### config.mk
export PLATFORM = sky130hd
export DESIGN_NAME = uart_tx_arbiter
export DESIGN_NICKNAME = d
export VERILOG_FILES = /design/src/rtl/uart_tx_arbiter_pkg.sv /design/src/rtl/uart_byte_tx.sv /design/src/rtl/uart_tx_arbiter.sv
export SDC_FILE = /design/constraint.sdc
export NUM_CORES = 1
export LEC_CHECK = 0
export CORE_ASPECT_RATIO = 0.8
export CORE_MARGIN = 10
export CORE_UTILIZATION = 43
export CTS_BUF_LIST = sky130_fd_sc_hd__clkbuf_8
export CTS_CLUSTER_DIAMETER = 60
export DETAILED_ROUTE_END_ITERATION = 16
export PLACE_DENSITY = 0.65
export SLEW_MARGIN = 25
export SYNTH_ARGS = -nofsm -noshare
export SYNTH_HDL_FRONTEND = slang
export SYNTH_SLANG_ARGS = --single-unit
### constraint.sdc
create_clock -name clk -period 5.6 [get_ports clk]
set_input_delay 0.84 -clock clk [delete_from_list [all_inputs] [get_ports clk]]
set_output_delay 0.84 -clock clk [all_outputs]
set_load 0.01 [all_outputs]
### src/rtl/uart_tx_arbiter_pkg.sv
// Shared types and constants for the UART Tx arbiter and its byte serializer.
package uart_tx_arbiter_pkg;

  typedef enum logic [2:0] {
    S_IDLE,
    S_GRANT,
    S_LOAD,
    S_SEND,
    S_GAP
  } arb_state_e;

  // 100 MHz / 115200 baud
  localparam int unsigned BAUD_DIV_DEF = 868;

  // 8N1 framing: start + 8 data + stop
  localparam int unsigned DATA_BITS  = 8;
  localparam int unsigned FRAME_BITS = 10;

endpackage

### src/rtl/uart_byte_tx.sv
// 8N1 byte serializer: a start strobe loads one byte, Tx shifts it out LSB-first
// with a start and stop bit, each BAUD_DIV clocks long. frame_done is high in
// the last cycle of the stop bit; bit_adv is high in the last cycle of any bit.
module uart_byte_tx
  import uart_tx_arbiter_pkg::*;
#(
  parameter int unsigned BAUD_DIV = BAUD_DIV_DEF
) (
  input  logic                 clk,
  input  logic                 rst,
  input  logic                 start,
  input  logic [DATA_BITS-1:0] data_i,
  output logic                 tx,
  output logic                 bit_adv,
  output logic                 frame_done
);

  localparam int unsigned CW = (BAUD_DIV > 1) ? $clog2(BAUD_DIV) : 1;
  localparam int unsigned BW = $clog2(FRAME_BITS);
  localparam logic [CW-1:0] BAUD_MAX = CW'(BAUD_DIV - 1);
  localparam logic [BW-1:0] BIT_LAST = BW'(FRAME_BITS - 1);

  logic                 active_q, active_d;
  logic [CW-1:0]        baud_q, baud_d;
  logic [BW-1:0]        bit_q, bit_d;
  logic [DATA_BITS:0]   shift_q, shift_d;  // remaining data bits plus stop bit
  logic                 tx_q, tx_d;
  logic                 wrap;

  // Baud timing and bit shifting; Tx is registered so it changes on bit boundaries only.
  always_comb begin
    active_d   = active_q;
    baud_d     = baud_q;
    bit_d      = bit_q;
    shift_d    = shift_q;
    tx_d       = tx_q;
    wrap       = active_q && (baud_q == BAUD_MAX);
    bit_adv    = wrap;
    frame_done = wrap && (bit_q == BIT_LAST);
    if (start) begin
      active_d = 1'b1;
      baud_d   = '0;
      bit_d    = '0;
      shift_d  = {1'b1, data_i};
      tx_d     = 1'b0;
    end else if (active_q) begin
      if (wrap) begin
        baud_d = '0;
        if (bit_q == BIT_LAST) begin
          active_d = 1'b0;
          tx_d     = 1'b1;
        end else begin
          bit_d   = bit_q + 1'b1;
          tx_d    = shift_q[0];
          shift_d = {1'b1, shift_q[DATA_BITS:1]};
        end
      end else begin
        baud_d = baud_q + 1'b1;
      end
    end
  end

  // State registers; reset drops any partial frame and parks the line high.
  always_ff @(posedge clk) begin
    if (rst) begin
      active_q <= 1'b0;
      baud_q   <= '0;
      bit_q    <= '0;
      shift_q  <= '1;
      tx_q     <= 1'b1;
    end else begin
      active_q <= active_d;
      baud_q   <= baud_d;
      bit_q    <= bit_d;
      shift_q  <= shift_d;
      tx_q     <= tx_d;
    end
  end

  assign tx = tx_q;

endmodule

### src/rtl/uart_tx_arbiter.sv
// Round-robin arbiter sharing one UART Tx line between NUM_REQ byte-stream sources.
// A grant is held for a whole packet (until a byte with req_last), followed by
// GAP_CYCLES of idle line before the next arbitration.
// Optional: define ARB_TIMEOUT_EN to release a grant whose owner stalls for
// TIMEOUT_CYCLES in GRANT (no end_trs pulse on such a release).
module uart_tx_arbiter
  import uart_tx_arbiter_pkg::*;
#(
  parameter int unsigned NUM_REQ        = 2,
  parameter int unsigned BAUD_DIV       = BAUD_DIV_DEF,
  parameter int unsigned GAP_CYCLES     = 16,
  parameter int unsigned TIMEOUT_CYCLES = 65535
) (
  input  logic                   clk,
  input  logic                   rst,
  input  logic [NUM_REQ-1:0]     req_valid,
  input  logic [8*NUM_REQ-1:0]   req_data,
  input  logic [NUM_REQ-1:0]     req_last,
  output logic [NUM_REQ-1:0]     req_ready,
  output logic [NUM_REQ-1:0]     grant,
  output logic                   busy,
  output logic                   end_trs,
  output logic                   Tx
);

  localparam int unsigned IW = (NUM_REQ > 1) ? $clog2(NUM_REQ) : 1;
  localparam int unsigned GW = $clog2(GAP_CYCLES + 1) + 1;
  localparam logic [GW-1:0] GAP_LAST = GW'(GAP_CYCLES - 1);
  localparam logic [IW-1:0] IDX_LAST = IW'(NUM_REQ - 1);

  if (NUM_REQ < 2 || NUM_REQ > 4 || TIMEOUT_CYCLES < 1) begin : g_param_chk
    $error("uart_tx_arbiter: parameter out of range");
  end

  arb_state_e         state_q, state_d;
  logic [NUM_REQ-1:0] grant_q, grant_d;
  logic [NUM_REQ-1:0] ready_q, ready_d;
  logic [IW-1:0]      gidx_q, gidx_d;
  logic [IW-1:0]      rr_q, rr_d;
  logic               busy_q, busy_d;
  logic               end_q, end_d;
  logic               last_q, last_d;
  logic [GW-1:0]      gap_q, gap_d;

`ifdef ARB_TIMEOUT_EN
  localparam int unsigned SW = $clog2(TIMEOUT_CYCLES + 1);
  localparam logic [SW-1:0] STALL_LAST = SW'(TIMEOUT_CYCLES - 1);
  logic [SW-1:0] stall_q, stall_d;
`endif

  logic          pick_vld;
  logic [IW-1:0] pick_idx;
  logic [IW-1:0] idx_nxt;
  logic          gvalid;
  logic          start_w;
  logic          rel;
  logic [7:0]    byte_data;
  logic          bit_adv;
  logic          frame_done;

  // Round-robin pick: first valid requester at or above rr_ptr, wrapping.
  always_comb begin
    pick_vld = 1'b0;
    pick_idx = '0;
    for (int k = NUM_REQ - 1; k >= 0; k--) begin
      if (req_valid[(int'(rr_q) + k) % NUM_REQ]) begin
        pick_vld = 1'b1;
        pick_idx = IW'((int'(rr_q) + k) % NUM_REQ);
      end
    end
  end

  assign gvalid    = req_valid[gidx_q];
  assign byte_data = req_data[int'(gidx_q)*8 +: 8];
  assign idx_nxt   = (gidx_q == IDX_LAST) ? '0 : gidx_q + 1'b1;
  // A byte transfers in the cycle the registered ready pulse meets the owner's valid.
  assign start_w   = (state_q == S_GRANT) && (|ready_q) && gvalid;

  // Arbiter next-state logic; rel covers both packet end and stall release.
  always_comb begin
    state_d = state_q;
    grant_d = grant_q;
    ready_d = '0;
    gidx_d  = gidx_q;
    rr_d    = rr_q;
    busy_d  = busy_q;
    end_d   = 1'b0;
    last_d  = last_q;
    gap_d   = gap_q;
    rel     = 1'b0;
`ifdef ARB_TIMEOUT_EN
    stall_d = '0;
`endif
    case (state_q)
      S_IDLE: begin
        if (pick_vld) begin
          grant_d = NUM_REQ'(1) << pick_idx;
          gidx_d  = pick_idx;
          busy_d  = 1'b1;
          state_d = S_GRANT;
        end
      end
      S_GRANT: begin
        if (start_w) begin
          last_d  = req_last[gidx_q];
          state_d = S_LOAD;
        end else if (gvalid && !(|ready_q)) begin
          ready_d = grant_q;
        end
`ifdef ARB_TIMEOUT_EN
        stall_d = stall_q;
        if (start_w) begin
          stall_d = '0;
        end else if (!gvalid) begin
          if (stall_q == STALL_LAST) rel = 1'b1;
          else stall_d = stall_q + 1'b1;
        end
`endif
      end
      S_LOAD: begin
        if (bit_adv) state_d = S_SEND;
      end
      S_SEND: begin
        if (frame_done) begin
          if (last_q) begin
            end_d = 1'b1;
            rel   = 1'b1;
          end else begin
            state_d = S_GRANT;
          end
        end
      end
      S_GAP: begin
        if (gap_q == GAP_LAST) begin
          busy_d  = 1'b0;
          state_d = S_IDLE;
        end else begin
          gap_d = gap_q + 1'b1;
        end
      end
      default: state_d = S_IDLE;
    endcase
    if (rel) begin
      grant_d = '0;
      ready_d = '0;
      rr_d    = idx_nxt;
      gap_d   = '0;
      if (GAP_CYCLES == 0) begin
        busy_d  = 1'b0;
        state_d = S_IDLE;
      end else begin
        state_d = S_GAP;
      end
    end
  end

  // Arbiter registers; all outputs come straight from flops.
  always_ff @(posedge clk) begin
    if (rst) begin
      state_q <= S_IDLE;
      grant_q <= '0;
      ready_q <= '0;
      gidx_q  <= '0;
      rr_q    <= '0;
      busy_q  <= 1'b0;
      end_q   <= 1'b0;
      last_q  <= 1'b0;
      gap_q   <= '0;
`ifdef ARB_TIMEOUT_EN
      stall_q <= '0;
`endif
    end else begin
      state_q <= state_d;
      grant_q <= grant_d;
      ready_q <= ready_d;
      gidx_q  <= gidx_d;
      rr_q    <= rr_d;
      busy_q  <= busy_d;
      end_q   <= end_d;
      last_q  <= last_d;
      gap_q   <= gap_d;
`ifdef ARB_TIMEOUT_EN
      stall_q <= stall_d;
`endif
    end
  end

  uart_byte_tx #(
    .BAUD_DIV (BAUD_DIV)
  ) u_byte_tx (
    .clk        (clk),
    .rst        (rst),
    .start      (start_w),
    .data_i     (byte_data),
    .tx         (Tx),
    .bit_adv    (bit_adv),
    .frame_done (frame_done)
  );

  assign req_ready = ready_q;
  assign grant     = grant_q;
  assign busy      = busy_q;
  assign end_trs   = end_q;

endmodule

== Word level (Yosys, flattened, before mapping) ==
Index checks and enable logic that the tools add are counted.

* Register bits: 42
* Output and inout bits: 7

* Equal/unequal tests: 20
* Reduce and logical (&&, ||, !) cells: 23
* Magnitude comparators: 3
* Multiplexer cells: 40
* Shifts and indexed selects: 2
* Add/subtract/negate cells: 5
* Bitwise gates (word level): 4

{| class="wikitable"
|+ Operators with widths
! cell !! number
|-
| 8-bit two-way mux || 4
|-
| 1-bit two-way mux || 26
|-
| 3-bit two-way mux || 7
|-
| 3-bit inequality test, second input constant || 6
|-
| 16-bit by 5-bit indexed part select with 8-bit output || 1
|-
| 3-bit case mux with 5 select lines || 1
|-
| 2-bit inequality test, second input constant || 7
|-
| 6-bit AND reduction || 2
|-
| 10-bit by 1-bit adder with 10-bit output, second input constant || 1
|-
| 10-bit equality test, second input constant || 1
|-
| 10-bit two-way mux || 1
|-
| 3-bit AND reduction || 3
|-
| 2-bit AND reduction || 4
|-
| 6-bit by 1-bit adder with 6-bit output, second input constant || 1
|-
| 3-bit by 2-bit equality test with 1-bit output, second input constant || 2
|-
| 6-bit by 4-bit equality test with 1-bit output, second input constant || 1
|-
| 1-bit by 2-bit less-than comparator with 1-bit output, second input constant || 3
|-
| 2-bit nonzero test || 3
|-
| 2-bit OR reduction || 3
|-
| 1-bit logical AND || 5
|-
| 5-bit OR reduction || 1
|-
| 4-bit by 1-bit adder with 4-bit output, second input constant || 1
|-
| 4-bit equality test, second input constant || 1
|-
| 1-bit inverter || 4
|-
| other kinds (7) || 8
|}

== Logic depth before layout (Yosys ltp) ==
* Word-level depth: 8
* Mapped depth: 8
* Mapped depth without buffers: 7

== Modules after synthesis ==
From an unflattened synthesis, not the netlist that was laid out.

* Cell total of the unflattened synthesis: 234
* Area total of the unflattened synthesis: 2089.5 sq um

{| class="wikitable"
|+ By module, submodules not included
! module !! sequential area each (sq um) !! times used !! area each (sq um) !! cells an instance
|-
| uart_byte_tx || 480.5 || 1 || 1178.6 || 130
|-
| uart_tx_arbiter || 360.3 || 1 || 910.9 || 104
|}

== Worst setup path before layout ==
OpenSTA, ideal clock, no wires.

* Kind: input-to-reg
* Start point: input req_valid[1]
* End point: register u_byte_tx.shift_q[2]
* Path buffers: 1
* Arrival time: 1.903 ns
* Setup slack: 3.577 ns
* Cell stages on the path: 6
* Cells stage by stage: mux2i_1 -> nor3_4 -> a21oi_2 -> buf_6 -> a211oi_2 -> a211o_1

* Cells in the longest elaborated chain, start to end: 5
* Elaborated cells between the ends (all ways): 8
* Classes of those cells: 1 x eq/ne; 3 x mux; 4 x reduce/logical

{| class="wikitable"
|+ Ends and longest elaborated chain
! element !! line !! text
|-
| start, declared || uart_tx_arbiter.sv:16 || <nowiki>input logic [NUM_REQ-1:0] req_valid,</nowiki>
|-
| 1-bit two-way mux (implied by the code) * (2 in series) || uart_tx_arbiter.sv:73 || <nowiki>assign gvalid = req_valid[gidx_q];</nowiki>
|-
| 1-bit logical AND * || uart_tx_arbiter.sv:77 || <nowiki>assign start_w = (state_q == S_GRANT) && (|ready_q) && gvalid;</nowiki>
|-
| 2-bit inequality test (no line) or 2-bit nonzero test (tied branches) || -- ||
|-
| 3-bit AND reduction (no line) || -- ||
|-
| end signal, assigned || uart_byte_tx.sv:75 || <nowiki>shift_q <= shift_d;</nowiki>
|-
| end, declared || uart_byte_tx.sv:26 || <nowiki>logic [DATA_BITS:0] shift_q, shift_d;</nowiki>
|}

Mark *: on every way between the ends. The rest lies on a longest branch, timed or not. The select of a mux whose other input is x is not followed.
A chain may end at the register's enable or synchronous reset.

== Final worst setup path ==
* Start point: input req_valid[1]
* End point: register u_byte_tx.shift_q[0]

The elaborated chain is that of the path after synthesis.

==> results.cfg <==
[clock_network]
cts.sinks = 42
insertion_delay_ns = 0.29
numCtsBuffers = 5
root_buffer = clkbuf_8
tritoncts = yes
cts_hold_buf = 0
h-tree-depth = 2
clkTransAtPathRegs_ns = 0.08
clock_path_buffers = 2
cts_resized = 0
cts_setup_buffers = 0

[grt]
first_global_vias = 1606
grt_util_met3_pct = 3.36
grt_usage_pct = 10.5
use_met1_pct = 13.0
overflow = 0
grt_max_degree = 27
grt_pass1_wl_mm = 7.19
grt_antenna_before_repair = 0
met2_usage_pct = 17.7
grt.busiest_layer = met2

[routing]
vias_per_cell = 5.26
drtAntennaViolNets = 0
drt-initial-drc-count = 81
first_pass_iters = 4
finalWirelength_mm = 4.07
vias = 1609
wire_per_inst_microns = 13.3
drc = 0

[synth]
yosys-top-cells-area = dfxtp_1, mux2i_1, nor2_1
synth_nets = 247
async_reset_ff_share_pct = 0
yosysTopAreaCellShare_pct = 41.5
synth_top_flop_cell = dfxtp_1
avgSynthCellArea_sq_um = 9.18
yosys.area.top_type = dfxtp_1
ys_warn_count = 0
syn_inst = 221
synth_edf_count = 0
yosysUniqueCellTypes = 47
syn_area_sq_mm = 0.00203
ys_ff_latch = 42
synth.yosys.seq_area_share_pct = 41.5

[critical_path]
crit_path_max_fanout = 26
cp.required_ns = 5.77
r2r_cells = 4
critical_path_arrival_ns = 3.03
worst_setup_path_end_kind = register
cp-start-kind = primary input
path_class = primary input to register

[place]
pre_cts_slack_ns = 2.44
hpwl_mm = 2.92
dp.cells = 299
gp_congestion = 0.783
port_buffers = 28
placed_area_sq_mm = 0.00232

[flow_run]
cap_violations = 0

[die]
boundaryPins = 29
die-area_sq_mm = 0.00788
die_h_microns = 81.4
initial_utilization_pct = 44.4
core_sq_mm = 0.00457
rows = 22
die_w_microns = 96.8

[status]
outcome = finished clean

[final_layout]
postLayoutCellArea_sq_mm = 0.00243
area_growth_syn_to_layout_pct = 20.0
layout_commonest_cell = dfxtp_1
final_cell_mix = dfxtp_1, nor2_1, clkdlybuf4s50_1
fin_util_pct = 53.3
fin_cells = 306
drive_gt1_share_pct = 6.10
diodes = 0
fin_nets = 272

[pwr]
power.leakage_nw = 0.875
p_total_uw = 687
ir_drop_uv = 158
power.density_mw_per_mm2 = 282

[timing]
setup_viol = 0
finClkSkew_ns = 0.0108
worstMarginPinSlew_ns = 0.956
relSlewSlack_pct = 36.1
fin_ws_ns = 2.75
maxSlewViolCount = 0
finalHoldViolCount = 0
fin_crit_ns = 2.85
finalCritPeriodShare_pct = 51.0
fin_setup_tns_ns = 0
timing.hold.ws_ns = 0.459
fmax_ghz = 0.350
rsz0062_at_grt = no

[min_path]
hold_path_depth = 2
hold_class = register to register
-- per-layer routing --
layer,up-vias,routed length (microns)
met2,22,1820
met5,-,0
li1,846,-
met3,2,161
met1,739,2080
met4,0,12
-- cells by family after synthesis --
| group | after synthesis | share of synthesized area, % |
|---|---|---|
| muxes | 12 | 5.92 |
| buffers and inverters | 16 | 4.13 |
| AOI/OAI and AO/OA | 46 | 16.8 |
| DFF | 42 | 41.5 |
| and+or+nand+nor | 86 | 22.7 |
| adders and majority gates | 4 | 2.47 |
| xor gates and xnor gates | 15 | 6.48 |
-- cells in the mapped netlist (3+ instances only) --
library cell / instances
dfxtp_1: 42
nor2_1: 28
nand2_1: 15
mux2i_1: 12
a21oi_1: 11
xor2_1: 11
a211o_1: 8
nor3_1: 8
inv_1: 6
nand4_1: 6
a211oi_1: 5
nand3_1: 5
ha_1: 4
o21ai_0: 4
xnor2_1: 4
a211oi_2: 3
and3_1: 3
buf_2: 3
nand2b_1: 3
nand4b_1: 3
o21bai_1: 3
-- critical path, cell delays in order --
cell and delay (ns):
clkdlybuf4s50_1 0.55, mux2i_1 0.18, nor3_4 0.78, a21oi_2 0.30, a211o_1 0.37
-- report_power, final --
| group | switching, mW | internal (mW) | leakage (nW) |
|---|---|---|---|
| Clock | 0.0994 | 0.143 | 0.0573 |
| Sequential | 0.0241 | 0.311 | 0.340 |
| Combinational | 0.0494 | 0.0600 | 0.478 |
| Total | 0.173 | 0.514 | 0.875 |
-- cell type report --
type | instances | area [sq um]
clock buffer | 6 | 82.6
clock inverter | 1 | 30.0
fill | 444 | 2130
inverter | 6 | 22.5
multi-input combinational | 163 | 1100
sequential | 42 | 841
tap | 60 | 75.1
timing repair buffer | 28 | 280
-- flip-flops by register name, indices dropped and copies added (netlist names) --
register and cells:
end_trs 1, u_byte_tx.shift_q 8, state_q 3, busy 1, gidx_q 1, u_byte_tx.baud_q 10
u_byte_tx.bit_q 4, gap_q 6, last_q 1, u_byte_tx.tx 1, req_ready 2, grant 2
u_byte_tx.active_q 1, rr_q 1
-- path summary, 6_finish.rpt --
check / start / endpoint / slack, ns
setup / recovery: req_valid[1] / u_byte_tx.shift_q[0]$_SDFFE_PP1P_ / 2.75
hold / removal: grant[1]$_SDFFE_PP0P_ / req_ready[1]$_SDFF_PP0_ / 0.46
setup reg to reg: gidx_q$_SDFFE_PP0P_ / u_byte_tx.shift_q[0]$_SDFFE_PP1P_ / 3.02
hold reg to reg: grant[1]$_SDFFE_PP0P_ / req_ready[1]$_SDFF_PP0_ / 0.46
No activity file was read; power rests on OpenSTA's default activity.
